===== config.mk =====
export PLATFORM = sky130hd
export DESIGN_NAME = serial_twos_complement
export DESIGN_NICKNAME = d
export VERILOG_FILES = /design/src/rtl/serial_twos_complement.sv
export SDC_FILE = /design/constraint.sdc
export NUM_CORES = 1
export LEC_CHECK = 0
export CORE_MARGIN = 1.5
export CORE_UTILIZATION = 30
export CTS_CLUSTER_DIAMETER = 60
export DETAILED_ROUTE_END_ITERATION = 6
export SLEW_MARGIN = 15
export SYNTH_ARGS = -nofsm -noshare
export SYNTH_HDL_FRONTEND = slang
export SYNTH_SLANG_ARGS = --single-unit

===== constraint.sdc =====
create_clock -name clk -period 1.65 [get_ports clk]
set_clock_uncertainty 0.2 [all_clocks]
set_input_delay 0.165 -clock clk [delete_from_list [all_inputs] [get_ports clk]]
set_output_delay 0.165 -clock clk [all_outputs]
set_load 0.05 [all_outputs]

===== src/rtl/serial_twos_complement.sv =====
// Bit-serial two's-complement negator: emits -x LSB first using the
// "copy up to and including the first 1, then invert" rule, then presents the parallel result.
module serial_twos_complement #(
  parameter int WIDTH = 4
) (
  input  logic             clk,
  input  logic             rst_n,
  input  logic             in_valid,
  output logic             in_ready,
  input  logic [WIDTH-1:0] in_data,
  output logic             ser_valid,
  output logic             ser_bit,
  output logic             ser_last,
  output logic             out_valid,
  input  logic             out_ready,
  output logic [WIDTH-1:0] out_data,
  output logic             out_ovf
);

  localparam int CNT_W = $clog2(WIDTH);
  localparam logic [CNT_W-1:0] CNT_LAST = CNT_W'(WIDTH - 1);

  typedef enum logic [1:0] {IDLE, SHIFT, HOLD} state_t;

  state_t           state, state_nxt;
  logic [WIDTH-1:0] opnd;
  logic [WIDTH-2:0] res;
  logic [WIDTH-1:0] res_shift;
  logic [CNT_W-1:0] cnt;
  logic             seen_one;
  logic             load;
  logic             last_bit;
  logic             neg_bit;

  function automatic logic neg_bit_f(input logic seen, input logic lsb);
    return seen ? ~lsb : lsb;
  endfunction

  assign load      = in_valid & in_ready;
  assign last_bit  = (cnt == CNT_LAST);
  assign neg_bit   = neg_bit_f(seen_one, opnd[0]);
  assign res_shift = {neg_bit, res};

  always_ff @(posedge clk or negedge rst_n) begin
    if (!rst_n) state <= IDLE;
    else        state <= state_nxt;
  end

  always_comb begin
    state_nxt = state;
    case (state)
      IDLE:    if (in_valid) state_nxt = SHIFT;
      SHIFT:   if (last_bit) state_nxt = HOLD;
      HOLD:    if (out_ready) state_nxt = in_valid ? SHIFT : IDLE;
      default: state_nxt = IDLE;
    endcase
  end

  always_comb begin
    in_ready  = 1'b0;
    ser_valid = 1'b0;
    ser_bit   = 1'b0;
    ser_last  = 1'b0;
    case (state)
      IDLE:  in_ready = 1'b1;
      SHIFT: begin
        ser_valid = 1'b1;
        ser_bit   = neg_bit;
        ser_last  = last_bit;
      end
      HOLD:  in_ready = out_ready;
      default: ;
    endcase
  end

  // Serial stage: operand drains LSB first, result fills from the MSB side
  always_ff @(posedge clk or negedge rst_n) begin
    if (!rst_n) begin
      opnd     <= '0;
      res      <= '0;
      cnt      <= '0;
      seen_one <= 1'b0;
    end else if (load) begin
      opnd     <= in_data;
      cnt      <= '0;
      seen_one <= 1'b0;
    end else if (state == SHIFT) begin
      opnd     <= opnd >> 1;
      res      <= res_shift[WIDTH-1:1];
      cnt      <= cnt + 1'b1;
      seen_one <= seen_one | opnd[0];
    end
  end

  // Result stage: overflow means no 1 below the MSB and the MSB itself is 1
  always_ff @(posedge clk or negedge rst_n) begin
    if (!rst_n) begin
      out_valid <= 1'b0;
      out_data  <= '0;
      out_ovf   <= 1'b0;
    end else if (state == SHIFT && last_bit) begin
      out_valid <= 1'b1;
      out_data  <= res_shift;
      out_ovf   <= ~seen_one & opnd[0];
    end else if (state == HOLD && out_ready) begin
      out_valid <= 1'b0;
    end
  end

endmodule


==> results.toml <==
[outcome]
outcome = "complete, no violations"

[route]
detail_route.vias_per_cell = 4.60
route.vias.total = 607
drt_first_iter_violations = 5
drt-total-wl_um = 1580
drt.antenna.violating_nets = 0
wl_per_cell_um = 11.9
drtPass1Iterations = 4
drc_errors = 0

[worst_setup_path]
worstPathArrival_ns = 1.27
reg2reg_slack_ns = 0.22
critical_path.max_fanout = 2
critical-path-max-stage-delay_ns = 0.40
r2r_cells = 4
cp_cell_sequence = "inv_2, ha_4, and2_4, buf_12"
worstSetupStartpointType = "flip-flop"
critical_path.slowest_cell = "dfrtp_1"
cp.required_ns = 1.28
end_kind = "output pin"
timing_worst_setup_path_type = "flip-flop to output pin"
depth_of_the_critical_timing_path_with_buffers_and_inverters_included = 4
cp.buffers_inverters = 2
critical_path.top_delay_family = "flip-flops"

[final_layout]
antenna_diode_instance_count = 0
fraction_of_final_layout_cells_sized_beyond_drive_strength_1 = 0.396
finalNetCount = 114
area_growth_pct = 43.3
final_core_util = 0.447

[worst_hold_path]
hold_path_depth = 3
hold_class = "input pin to flip-flop"

[logic_synthesis]
post_synth_instance_area_um2 = 853
asyncSetResetFlopFracSynth = 1.00
synthDistinctLibCells = 23
yosys.area.top_type = "dfrtp_1"
synth_top_flop_cell = "dfrtp_1"
synth_fp_nets = 83
avg_cell_area_syn_um2 = 11.9
yosys-top-cells-area = "dfrtp_1 (53%), mux2_4 (8.8%), ha_1 (4.4%), nand2_1 (4.4%), mux2i_1 (3.5%)"
synth_largest_type_area_fraction = 0.528
count_of_flip_flops_with_a_built_in_enable_after_synthesis = 0
synth_seq_cells = 18
post_synth_inst_count = 72
synth-seq-area-share = 0.528
synth_commonest_cells = "dfrtp_1 (18), nand2_1 (10), inv_1 (5), mux2_4 (5), nand4_1 (4)"
synth.most_common_cell = "dfrtp_1"
ys_warn_count = 0

[floorplan]
fp.dieH_um = 56.3
die_x_um = 56.3
io_pins = 18
core-area_um2 = 2730
placementRows = 19
design.die.area_um2 = 3170
floorplan.initialDensity = 0.312

[sta]
setup_viol = 0
report.final.slew_viol_count = 0
finalHoldViolations = 0
finalCritPeriodShare = 0.990
slew_headroom = 0.814
max_slew.worst_pin.slew_ns = 0.279
minimum_period_implied_by_the_final_worst_setup_slack_ns = 1.63
tns_ns = 0
max_freq_ghz = 0.612
grt_setup_unrepaired = "true"

[clock_network]
cts_buffers = 3
clk_pin_slew_ns = 0.10
clock_insertion_delay_worst_skew_ns = 0.29
cts_max_level = 1
cts.path.max_buffers = 2
cts_tree = "built"
cts.sinks = 18
clockRootBuffer = "clkbuf_4"

[placement]
io_buffer_count = 17
hpwl_um = 1130
finalWeightedCongestion = 0.671

[global_routing]
grt_pass1_wl_um = 2710
globalRoute.totalOverflow = 0
via_count_of_the_first_global_routing_pass = 588
antenna_found_initial = 0
grt_use_total = 0.113
grt_max_degree = 19

[power_and_ir_drop]
ir_worst_vdd_v = 0.00153
power_leakage_nw = 0.589
power.density_cell_area_nw_per_um2 = 2330

[job]
max_cap_viol_count = 0
-- layout by cell type (no fill, tap or decap), types with 2 or more instances in the layout --
cell type / instances
nor2_1: 3
o21ai_0: 3
and2_4: 2
dfrtp_1: 17
buf_12: 5
inv_2: 3
a21oi_1: 3
mux2_4: 5
o21ai_1: 2
nand2_1: 10
ha_4: 2
buf_4: 15
nand4_1: 4
mux2i_1: 3
inv_1: 2
clkdlybuf4s50_1: 7
clkbuf_4: 3
-- through the flow --
step	total power, mW	cells	instance area (um^2)	worst slack [ns]	hold WS [ns]
2_1_floorplan	1.87	72	853	0.0254	-0.331
3_3_place_gp	2.37	121	1110	0.0911	0.259
3_5_place_dp	2.41	121	1110	0.0476	0.263
4_1_cts	2.80	129	1200	0.00879	0.243
5_1_grt	3.05	132	1220	-0.0291	0.251
6_report	2.85	132	1220	0.0170	0.254
-- worst reg2reg max path: stages, from the launching register on --
cell,delay (ns)
dfrtp_1,0.39
buf_4,0.14
nand2b_1,0.11
and3_1,0.34
o21ai_0,0.14
-- path summary, 6_finish.rpt --
check | from | to
worst max register to register | state[1] | opnd[0]
worst max-delay path | seen_one | ser_bit
max in group asynchronous | rst_n | state[0]
min in group asynchronous | rst_n | out_data[1]
worst min-delay path | in_data[1] | opnd[1]
worst min register to register | res[0] | res[0]
-- where the power goes --
part / leakage (nW) / total, mW / internal, mW / switching [mW]
registers: 0.226 / 0.786 / 0.643 / 0.142
logic: 0.350 / 1.85 / 0.891 / 0.960
clock network: 0.0138 / 0.217 / 0.0849 / 0.132
total: 0.589 / 2.85 / 1.62 / 1.23
-- cells by family (layout without fill, tap and decap cells) --
logic type,after synthesis,count (layout),synth area share
and+or+nand+nor,23,23,0.155
muxes,8,8,0.123
xor gates and xnor gates,1,1,0.0103
DFF,18,18,0.528
buffers and inverters,8,37,0.0601
AOI/OAI and AO/OA,11,11,0.0792
adders and majority gates,3,3,0.0440
-- registers in the layout (all words and copies together), names as in the netlist --
| name | count |
|---|---|
| cnt | 2 |
| opnd | 4 |
| out_data | 4 |
| out_ovf | 1 |
| out_valid | 1 |
| res | 3 |
| seen_one | 1 |
| state | 2 |
-- timing repair --
| action | in CTS | in global routing |
|---|---|---|
| gates resized for setup | 6 | 3 |
| setup buffers | 4 | 3 |
| hold buffers | 1 | 0 |
| pin swaps | 1 | 0 |
| endpoints found under the setup margin | 2 | 3 |
| hold endpoints to repair | 18 | 0 |
-- layout make-up --
cell class	count	area [um^2]
fillers	254	1510
flip-flops and latches	18	452
multi-input cells	46	382
repair buffers	28	293
well taps	31	38.8
inverters	6	35.0
clock buffers	3	22.5
-- routing by layer --
layer / part of all wire / vias to the layer above / global-route usage / wire length [um]
li1: - / 301 / - / -
met1: 0.48 / 285 / 0.143 / 759
met2: 0.45 / 21 / 0.185 / 713
met3: 0.065 / 0 / 0.0507 / 103
met4: 0 / 0 / 0.0102 / 0
met5: 0 / - / 0 / 0
No activity file was read; power rests on OpenSTA's default activity.
